<file path="config.mk">
export PLATFORM = sky130hd
export DESIGN_NAME = move_gate
export DESIGN_NICKNAME = d
export VERILOG_FILES = /design/src/rtl/move_gate.sv
export SDC_FILE = /design/constraint.sdc
export NUM_CORES = 1
export LEC_CHECK = 0
export ABC_AREA = 1
export CAP_MARGIN = 20
export CORE_UTILIZATION = 47
export DETAILED_ROUTE_END_ITERATION = 8
export PLACE_DENSITY = 0.83
export SYNTH_ARGS = -nofsm -noshare
export SYNTH_HDL_FRONTEND = slang
export SYNTH_SLANG_ARGS = --single-unit
</file>
<file path="constraint.sdc">
create_clock -name clk -period 1.8 [get_ports clk]
set_clock_uncertainty 0.2 [all_clocks]
set_input_delay 0.27 -clock clk [delete_from_list [all_inputs] [get_ports clk]]
set_output_delay 0.27 -clock clk [all_outputs]
set_load 0.03 [all_outputs]
</file>
<file path="src/rtl/move_gate.sv">
// Move-acceptance controller: turns click edges into one accept/reject pulse each.
// It also sequences the settle window, the win/draw evaluation and the turn rotation.
module move_gate #(
    parameter int CELLS      = 9,
    parameter int COORD_W    = 4,
    parameter int PLAYERS    = 2,
    parameter int SETTLE_CYC = 1,
    localparam int PLAYER_W  = (PLAYERS > 2) ? $clog2(PLAYERS) : 1,
    localparam int COUNT_W   = $clog2(CELLS + 1)
) (
    input  logic                clk,
    input  logic                rst_n,
    input  logic                new_game,
    input  logic                click_n,
    input  logic [COORD_W-1:0]  coord,
    input  logic [PLAYER_W-1:0] player_id,
    input  logic [CELLS-1:0]    occupied,
    input  logic                win,
    output logic                move_accept,
    output logic                move_reject,
    output logic [2:0]          reject_reason,
    output logic [COORD_W-1:0]  move_coord,
    output logic [PLAYER_W-1:0] move_player,
    output logic [PLAYER_W-1:0] turn,
    output logic [COUNT_W-1:0]  move_count,
    output logic                game_over,
    output logic                draw,
    output logic [PLAYER_W-1:0] winner
);

    localparam int SETTLE_W = (SETTLE_CYC > 1) ? $clog2(SETTLE_CYC + 1) : 1;
    localparam logic [COORD_W:0] CELLS_X = (COORD_W + 1)'(CELLS);

    typedef enum logic [1:0] {
        ST_PLAY,
        ST_SETTLE,
        ST_OVER
    } state_t;

    typedef enum logic [2:0] {
        RSN_NONE       = 3'd0,
        RSN_OFF_BOARD  = 3'd1,
        RSN_OCCUPIED   = 3'd2,
        RSN_WRONG_TURN = 3'd3,
        RSN_BUSY       = 3'd4
    } reason_t;

    state_t                state_q, state_d;
    logic [SETTLE_W-1:0]   settle_q, settle_d;
    logic                  click_q;
    reason_t               reason_q, reason_d;
    logic                  accept_d, reject_d;
    logic [COORD_W-1:0]    coord_d;
    logic [PLAYER_W-1:0]   player_d, turn_d, winner_d;
    logic [COUNT_W-1:0]    count_d;
    logic                  draw_d;

    logic                  request;
    logic                  off_board;
    logic                  cell_taken;
    logic                  board_full;

    assign request    = click_q & ~click_n;
    assign off_board  = ({1'b0, coord} >= CELLS_X);
    assign board_full = &occupied;

    // Compare against each legal index so an off-board coord never forms an out-of-range select.
    always_comb begin
        cell_taken = 1'b0;
        for (int i = 0; i < CELLS; i++) begin
            if (coord == COORD_W'(i)) cell_taken = occupied[i];
        end
    end

    // NOTE: every signal written here gets a default first, so no path can infer a latch.
    always_comb begin
        state_d  = state_q;
        settle_d = settle_q;
        turn_d   = turn;
        count_d  = move_count;
        coord_d  = move_coord;
        player_d = move_player;
        draw_d   = draw;
        winner_d = winner;
        accept_d = 1'b0;
        reject_d = 1'b0;
        reason_d = RSN_NONE;

        if (new_game) begin
            state_d  = ST_PLAY;
            settle_d = '0;
            turn_d   = '0;
            count_d  = '0;
            draw_d   = 1'b0;
            winner_d = '0;
        end else begin
            unique case (state_q)
                ST_PLAY: begin
                    if (request) begin
                        if (off_board) begin
                            reject_d = 1'b1;
                            reason_d = RSN_OFF_BOARD;
                        end else if (cell_taken) begin
                            reject_d = 1'b1;
                            reason_d = RSN_OCCUPIED;
                        end else if (player_id != turn) begin
                            reject_d = 1'b1;
                            reason_d = RSN_WRONG_TURN;
                        end else begin
                            accept_d = 1'b1;
                            coord_d  = coord;
                            player_d = player_id;
                            count_d  = move_count + COUNT_W'(1);
                            settle_d = SETTLE_W'(SETTLE_CYC);
                            state_d  = ST_SETTLE;
                        end
                    end
                end

                ST_SETTLE: begin
                    if (request) begin
                        reject_d = 1'b1;
                        reason_d = RSN_BUSY;
                    end
                    // The board registers have settled once the count is exhausted.
                    if (settle_q != '0) begin
                        settle_d = settle_q - SETTLE_W'(1);
                    end else if (win) begin
                        state_d  = ST_OVER;
                        winner_d = move_player;
                        draw_d   = 1'b0;
                    end else if (board_full || (move_count == COUNT_W'(CELLS))) begin
                        state_d = ST_OVER;
                        draw_d  = 1'b1;
                    end else begin
                        turn_d  = (turn == PLAYER_W'(PLAYERS - 1)) ? '0 : turn + PLAYER_W'(1);
                        state_d = ST_PLAY;
                    end
                end

                ST_OVER: begin
                    if (request) begin
                        reject_d = 1'b1;
                        reason_d = RSN_BUSY;
                    end
                end

                default: state_d = ST_PLAY;
            endcase
        end
    end

    // NOTE: sequential state uses non-blocking assignments so every register samples pre-edge values.
    always_ff @(posedge clk or negedge rst_n) begin
        if (!rst_n) begin
            state_q     <= ST_PLAY;
            settle_q    <= '0;
            click_q     <= 1'b1;
            reason_q    <= RSN_NONE;
            move_accept <= 1'b0;
            move_reject <= 1'b0;
            move_coord  <= '0;
            move_player <= '0;
            turn        <= '0;
            move_count  <= '0;
            draw        <= 1'b0;
            winner      <= '0;
        end else begin
            state_q     <= state_d;
            settle_q    <= settle_d;
            click_q     <= click_n;
            reason_q    <= reason_d;
            move_accept <= accept_d;
            move_reject <= reject_d;
            move_coord  <= coord_d;
            move_player <= player_d;
            turn        <= turn_d;
            move_count  <= count_d;
            draw        <= draw_d;
            winner      <= winner_d;
        end
    end

    assign reject_reason = reason_q;
    assign game_over     = (state_q == ST_OVER);

endmodule

</file>
* Word-level counts from Yosys, hierarchy flattened
Cells that the tools add are included.
Word-level totals: register bits 21, bits in latches 0, bits in writable memories 0, bits in read-only memories 0, bits of input ports 19, output and inout port bits 18, logic and storage cells 130, memories kept 0
Operators by class: add/subtract/negate cells 3, $mul 0, divide/modulo/power cells 0, magnitude comparators 1, equal/unequal tests 24, shift operators 0, muxes and demuxes 66, bitwise logic cells 6, reduce and logical (&&, ||, !) cells 18
Operators by type and width (number):
- 2-to-1 mux 1 bit | 42
- 2-to-1 mux 2 bit | 12
- 2-to-1 mux 4 bit | 6
- equality test 4 x 3 -> 1 bit (second input constant) | 4
- inequality test 3 bit (second input constant) | 5
- inequality test 2 bit (second input constant) | 7
- AND reduction 6 bit | 2
- AND reduction 5 bit | 2
- AND reduction 9 bit | 1
- equality test 4 x 2 -> 1 bit (second input constant) | 2
- equality test 4 bit (second input constant) | 2
- nonzero test 2 bit | 4
- 2-to-1 mux 3 bit | 2
- one-hot mux 2 bit (3 select lines) | 1
- one-hot mux 3 bit (2 select lines) | 1
- AND reduction 3 bit | 2
- nonzero test 3 bit | 2
- inverter 1 bit | 5
- adder 4 x 1 -> 4 bit (second input constant) | 1
- equality test 4 x 1 -> 1 bit (second input constant) | 1
- greater-or-equal comparator 4 bit (second input constant) | 1
- zero test 4 bit | 1
- one-hot mux 1 bit (2 select lines) | 2
- AND reduction 4 bit | 1
- 9 further kinds | 9

* Logic depth before layout (Yosys ltp)
Gate-level depths: netlist of run 1.
depth after elaboration 15, depth in mapped cells 11, depth with buffers taken out 11

* Least setup slack after synthesis of run 1
No wires, ideal clock.
kind register -> register, from reg turn, to reg move_coord[2], library setup time 0.123 ns, data arrival time 1.365 ns, required time 1.477 ns, setup slack 0.113 ns, stages on the path, launching flop included 8, buffers on the path 0, period minus slack after synthesis 1.687 ns, cell sequence dfrtp_1 > or2_1 > nand2_1 > nand4_4 > nor2_8 > nand2_8 > nand2_1 > o21ai_1
On the way: longest elaborated chain between the ends 3
Ends and longest elaborated chain:
- from (decl) | RTL line 24 | output logic [PLAYER_W-1:0] turn,
- from (signal assigned) | RTL line 177 | turn <= turn_d;
- inequality test 1 bit | RTL line 106 | end else if (player_id != turn) begin
- inverter 1 bit (no source line)
- AND reduction 6 bit (no source line)
- to (signal assigned) | RTL line 175 | move_coord <= coord_d;
- to (decl) | RTL line 22 | output logic [COORD_W-1:0] move_coord,
Every way passes these cells. A chain may end at the register's enable or synchronous reset.

* Worst setup path in the final report of run 1
from in coord[2], to reg move_coord[1]
On the way: longest elaborated chain between the ends 12, elaborated cells between the ends (all ways) 22, those cells by class 1 x order compare; 8 x eq/ne; 9 x mux; 2 x bitwise; 2 x reduce/logical
Ends and longest elaborated chain:
- from (decl) | RTL line 15 | input logic [COORD_W-1:0] coord,
- zero test 4 bit | RTL line 71 | if (coord == COORD_W'(i)) cell_taken = occupied[i];
- 2-to-1 mux 1 bit (9 in series) | RTL line 71
- inverter 1 bit (no source line)
- AND reduction 6 bit (no source line) (*)
Mark *: on every way between the ends. The rest lies on a longest branch, timed or not.

==> qor.csv, run 1 <==
stage;metric;value;unit
synth;synth_fa_ha_area_share;5.89;%
drt;first_pass_iters;4;
drt;wirelength;3280;microns
cells_and_area;drive_above_1_share;19.2;%
hold_path;hp-class;in2async;
synth;yosysWarnings;0;
cells_and_area;register_area;527;sq um
placement;gp_congestion;0.961;
timing;whs;32.5;ps
critical_path;worstSetupStartpointType;input pin;
drt;ant_nets;0;
clocking;h-tree-depth;1;
timing;slew_headroom;73.4;%
synth;synth_seq_cells;21;
clocking;numCtsBuffers;3;
timing;worst_pin_slew;398;ps
timing;setup_viol;0;
power;p_leak;1.12;nW
critical_path;endpoint_kind;register;
synth;synth-simple-area-share;35.4;%
synth;netlist_top_cells_area;dfrtp_1, nand2_1, inv_1;
floorplanning;die_y;54.1;microns
run;max_cap_violations;0;
synth;synth_top_family_by_area;simple AND/OR/NAND/NOR gates;
critical_path;slowest_stage;clkdlybuf4s50_1;
drt;drt-wirelength-per-cell;13.2;microns
placement;place_inst;244;
synth;yosysSeqAreaShare;41.3;%
grt;grt_max_degree;15;
synth;muxShareOfSynthArea;0;%
drt;via_per_inst;5.09;
critical_path;crit_path_max_incr_delay;500;ps
drt;vias;1268;
synth;syn_avg_cell_area;7.87;sq um
placement;io_buffers;36;
cells_and_area;final_core_util;74.2;%
synth;synthCells;162;
grt;grt_pass1_vias;1275;
floorplanning;row_count;18;
synth;syn-num-nets;187;
power;p_per_area;904;mW/mm^2
timing;maxSlewViolCount;0;
floorplanning;core;0.00252;sq mm
floorplanning;dieArea;0.00293;sq mm
cells_and_area;final_common_cell;nand2_1;
critical_path;required;1810;ps
floorplanning;boundaryPins;37;
critical_path;arrival;1740;ps
floorplanning;die_w;54.1;microns
synth;synthesis.area;0.00127;sq mm
run_status;status;finished clean;
cells_and_area;diodes;0;
clocking;cts-root-buf;clkbuf_4;
clocking;hold_buffers;0;
floorplanning;start_util;50.5;%
cells_and_area;fin_nets;245;
critical_path;crit_path_cell_trace;clkdlybuf4s50_1 -> inv_2 -> nand3_1 -> nand3_2 -> nand3_4 -> nand4_4 -> nor2_8 -> nand2_8 -> nand2_1 -> o21ai_1;
power;power;1.69;mW
grt;overflow;0;
drt;drcViolationCount;0;
timing;period_share;96.0;%
synth;synth_top_area_share;39.3;%
cells_and_area;multi_input_area;657;sq um
timing;max_freq;579;MHz
drt;drtIter0Drc;60;
synth;synth_compound_area_share;5.40;%
synth;synth.distinct_cells;26;
clocking;numClockSinks;21;
clocking;clock_latency;310;ps
critical_path;cp_max_fo;10;
grt;grt_pass1_wl;5240;microns
critical_path;worstSetupPathType;in2reg;
cells_and_area;layout_common_cells;nand2_1, inv_1, dfrtp_1, buf_4, clkdlybuf4s50_1;
timing;period_minus_slack;1730;ps
grt;antenna_found_initial;0;
clocking;cts.clk_slew.worst_paths;120;ps
placement;hpwlAfterDp;2620;microns
cells_and_area;synthToLayoutAreaGrowth;46.8;%
power;vdd_drop_max;597;uV
timing;hold_viol;0;
clocking;clock_path_buffers;2;
synth;synth_xor_area_share;2.06;%
cells_and_area;fillers;192;
cells_and_area;stdcell_count;249;
clocking;cts_tree;done;
synth;yosysTopAreaCell;dfrtp_1;
grt;grt_use_total;24.9;%
[cell families after synthesis]
group	Yosys count
compound gates	12
xor+xnor	3
fa+ha+maj	6
buf+inv	32
flops	21
simple gates	88
[metrics by stage]
| step | setup WS [ps] | setup TNS (ps) | instance area (sq um) |
|---|---|---|---|
| after floorplan | 113 | 0 | 1270 |
| after global placement | -221 | -2810 | 1810 |
| after detailed placement | -301 | -4060 | 1810 |
| after CTS | 4.35 | 0 | 1820 |
| after global routing | -3.18 | -6.15 | 1870 |
| final | 71.7 | 0 | 1870 |
[timing repair]
| item | in CTS | in global routing |
|---|---|---|
| cloned | 0 | 0 |
| pin swaps | 0 | 2 |
| resized for setup | 13 | 15 |
| buffers inserted | 0 | 1 |
| setup endpoints to repair | 13 | 17 |
[synth_stat cells, drive strengths merged]
cell type / number
a31o: 1
ha: 6
nand3b: 2
buf: 1
nand3: 20
nor2: 12
o21bai: 1
o21ai: 4
a21oi: 5
nand2: 45
a211oi: 1
inv: 30
dfstp: 1
xor2: 3
clkinv: 1
nand4: 7
or2: 1
nor3: 1
dfrtp: 20
[final timing paths]
| path | to | slack [ps] | cells after the start | start |
|---|---|---|---|---|
| max | move_coord[1]$_DFFE_PN0P_ | 70 | 10 | coord[2] |
| min | reject_reason[2]$_DFF_PN0_ | 30 | 1 | rst_n |
| max reg2reg | move_coord[1]$_DFFE_PN0P_ | 80 | 7 | turn$_DFFE_PN0P_ |
| min in group clk | click_q$_DFF_PN1_ | 180 | 1 | click_n |
| max in group asynchronous | turn$_DFFE_PN0P_ | 960 | 2 | rst_n |
| min reg2reg | move_coord[3]$_DFFE_PN0P_ | 300 | 2 | move_coord[3]$_DFFE_PN0P_ |
[power breakdown]
part           leakage (nW)  internal, mW  total [mW]  switching, mW
clock                0.0177        0.0830       0.235          0.152
sequential            0.280         0.570       0.637         0.0671
combinational         0.825         0.319       0.820          0.501
[area by class of cell]
| class | instances | share of cell area, % |
|---|---|---|
| multi-input combinational | 109 | 35.1 |
| sequential | 21 | 28.1 |
| timing repair buffer | 54 | 26.8 |
| inverter | 31 | 6.48 |
| tap | 30 | 2.01 |
| clock buffer | 3 | 1.20 |
| clock inverter | 1 | 0.267 |
[per-layer routing]
layer / share of wire, % / wire length, microns / track usage (%)
met5: 0 / 0 / 0
met4: 0.58 / 19 / 7.26
met3: 4.8 / 157 / 3.95
met2: 53 / 1740 / 47.3
met1: 41 / 1360 / 28.0
[critical path, delay by kind of cell]
| kind | cells | cell delay, ps |
|---|---|---|
| AOI/OAI and AO/OA | 1 | 60 |
| buffers and inverters | 2 | 570 |
| and+or+nand+nor | 7 | 830 |
[flip-flops by register name, indices dropped and copies added (netlist names)]
name,flops
move_reject,1
click_q,1
move_count,4
move_player,1
turn,1
reject_reason,3
move_coord,4
draw,1
move_accept,1
winner,1
state_q,2
settle_q,1
No activity file was read; power rests on OpenSTA's default activity.
==> run 2: changes to the inputs <==
--- a/config.mk
+++ b/config.mk
@@ -7,6 +7,7 @@
 export LEC_CHECK = 0
 export ABC_AREA = 1
 export CAP_MARGIN = 20
+export CORE_MARGIN = 2
 export CORE_UTILIZATION = 47
 export DETAILED_ROUTE_END_ITERATION = 8
 export PLACE_DENSITY = 0.83
==> qor.csv, run 2 (same netlist as run 1, synthesis figures left out) <==
stage;metric;value;unit
floorplanning;dieArea;0.00315;sq mm
timing;maxSlewViolCount;0;
floorplanning;start_util;50.5;%
drt;wirelength;3150;microns
critical_path;slowest_stage;clkdlybuf4s50_1;
timing;worst_pin_slew;337;ps
power;p_seq_share;37.5;%
critical_path;required;1790;ps
drt;via_per_inst;5.07;
placement;gp_congestion;0.984;
cells_and_area;diodes;0;
clocking;numCtsBuffers;3;
power;switching_share;41.9;%
critical_path;endpoint_kind;register;
drt;drcViolationCount;0;
power;p_per_area;924;mW/mm^2
grt;grt_pass1_vias;1201;
critical_path;crit_path_cell_trace;clkdlybuf4s50_1 -> inv_1 -> nand2_1 -> nand3_2 -> nand3_1 -> nand3_2 -> nand4_4 -> nor2_8 -> nand2_8 -> nand2_1 -> o21ai_1;
run_status;status;finished clean;
timing;period_share;94.5;%
critical_path;cp_max_fo;10;
drt;drtIter0Drc;26;
cells_and_area;synthToLayoutAreaGrowth;44.7;%
timing;setup_viol;0;
power;power;1.71;mW
floorplanning;row_count;18;
power;power_frac_clock;13.3;%
timing;max_freq;588;MHz
critical_path;worstSetupPathType;in2reg;
floorplanning;core;0.00252;sq mm
power;intPower;0.991;mW
grt;grt_max_degree;22;
clocking;cts-root-buf;clkbuf_4;
critical_path;arrival;1700;ps
drt;ant_nets;0;
placement;hpwlAfterDp;2520;microns
timing;whs;99.7;ps
power;p_switching;0.715;mW
cells_and_area;fillers;197;
critical_path;crit_family;simple AND/OR/NAND/NOR gates;
clocking;cts.clk_slew.worst_paths;120;ps
critical_path;crit_path_max_incr_delay;450;ps
grt;overflow;0;
cells_and_area;fin_nets;243;
drt;first_pass_iters;4;
clocking;numClockSinks;21;
run;max_cap_violations;0;
hold_path;hp-class;in2async;
critical_path;worstSetupStartpointType;input pin;
drt;vias;1252;
cells_and_area;register_area;527;sq um
floorplanning;boundaryPins;37;
timing;hold_viol;0;
timing;slew_headroom;77.5;%
drt;drt-wirelength-per-cell;12.7;microns
clocking;clock_latency;290;ps
floorplanning;die_y;56.1;microns
clocking;cts_tree;done;
cells_and_area;multi_input_area;652;sq um
placement;place_area;0.00179;sq mm
clocking;hold_buffers;0;
grt;grt_use_total;20.7;%
placement;io_buffers;36;
clocking;h-tree-depth;1;
cells_and_area;drive_above_1_share;18.4;%
timing;period_minus_slack;1700;ps
power;p_leak;1.14;nW
placement;post-place-ws;-340;ps
cells_and_area;final_core_util;73.2;%
cells_and_area;fin_area;0.00185;sq mm
grt;antenna_found_initial;0;
clocking;post-cts-setup-buffer-count;0;
power;vdd_drop_max;699;uV
cells_and_area;final_common_cell;nand2_1;
timing;fin_ws;98.5;ps
floorplanning;die_w;56.1;microns
power;power_frac_comb;49.2;%
clocking;clock_path_buffers;2;
critical_path;crit_buf_inv;2;
cells_and_area;layout_common_cells;nand2_1, inv_1, dfrtp_1, nand3_1, buf_4;
grt;grt_pass1_wl;5250;microns
## run 2: cell types whose count changed in the layout (fill, tap and decap cells not counted), sizes merged
cell / delta
clkdlybuf4s50: -3
clkbuf: +1
dlymetal6s2s: +3
clkinv: -1
buf: -2
## run 2: through the flow
stage          setup TNS [ps]  instances
2_1_floorplan               0        162
3_3_place_gp            -2810        243
3_5_place_dp            -4490        243
4_1_cts                     0        247
5_1_grt                 -9.32        247
6_report                    0        247
## run 2: timing repair
action                     in CTS  in global routing
pin swaps                       0                  4
gates resized for setup        13                 18
setup endpoints to repair      14                 16
## run 2: final cells by class
class / instances / area share [%]
Sequential cell: 21 / 28.5
Tap cell: 30 / 2.03
Inverter: 31 / 6.58
Clock buffer: 4 / 1.42
Multi-Input combinational cell: 109 / 35.3
Timing Repair Buffer: 52 / 26.1
## run 2: final timing paths
check	start	to	slack (ps)	cells past startpoint
max	occupied[2]	move_coord[3]$_DFFE_PN0P_	100	11
min	rst_n	move_reject$_DFF_PN0_	100	2
max reg2reg	turn$_DFFE_PN0P_	move_coord[3]$_DFFE_PN0P_	130	7
min reg2reg	move_coord[1]$_DFFE_PN0P_	move_coord[1]$_DFFE_PN0P_	310	2
max in group asynchronous	rst_n	click_q$_DFF_PN1_	1030	2
min in group clk	click_n	click_q$_DFF_PN1_	210	1
## run 2: routing by layer
metal | part of all wire [%] | routed length (microns) | track usage (%) | up-vias
met4 | 0.67 | 21 | 5.10 | 0
met5 | 0 | 0 | 0 | -
met1 | 41 | 1280 | 26.5 | 580
met3 | 6.4 | 202 | 3.72 | 2
li1 | - | - | - | 626
met2 | 52 | 1650 | 35.8 | 44
## run 2: power groups by stage
stage / clock network (mW) / registers [mW] / logic [mW]
CTS: 0.231 / 0.640 / 0.800
detailed placement: 0 / 0.652 / 0.840
global placement: 0 / 0.645 / 0.809
global route: 0.260 / 0.655 / 0.923
floorplan: 0 / 0.777 / 0.364
finish: 0.227 / 0.640 / 0.838
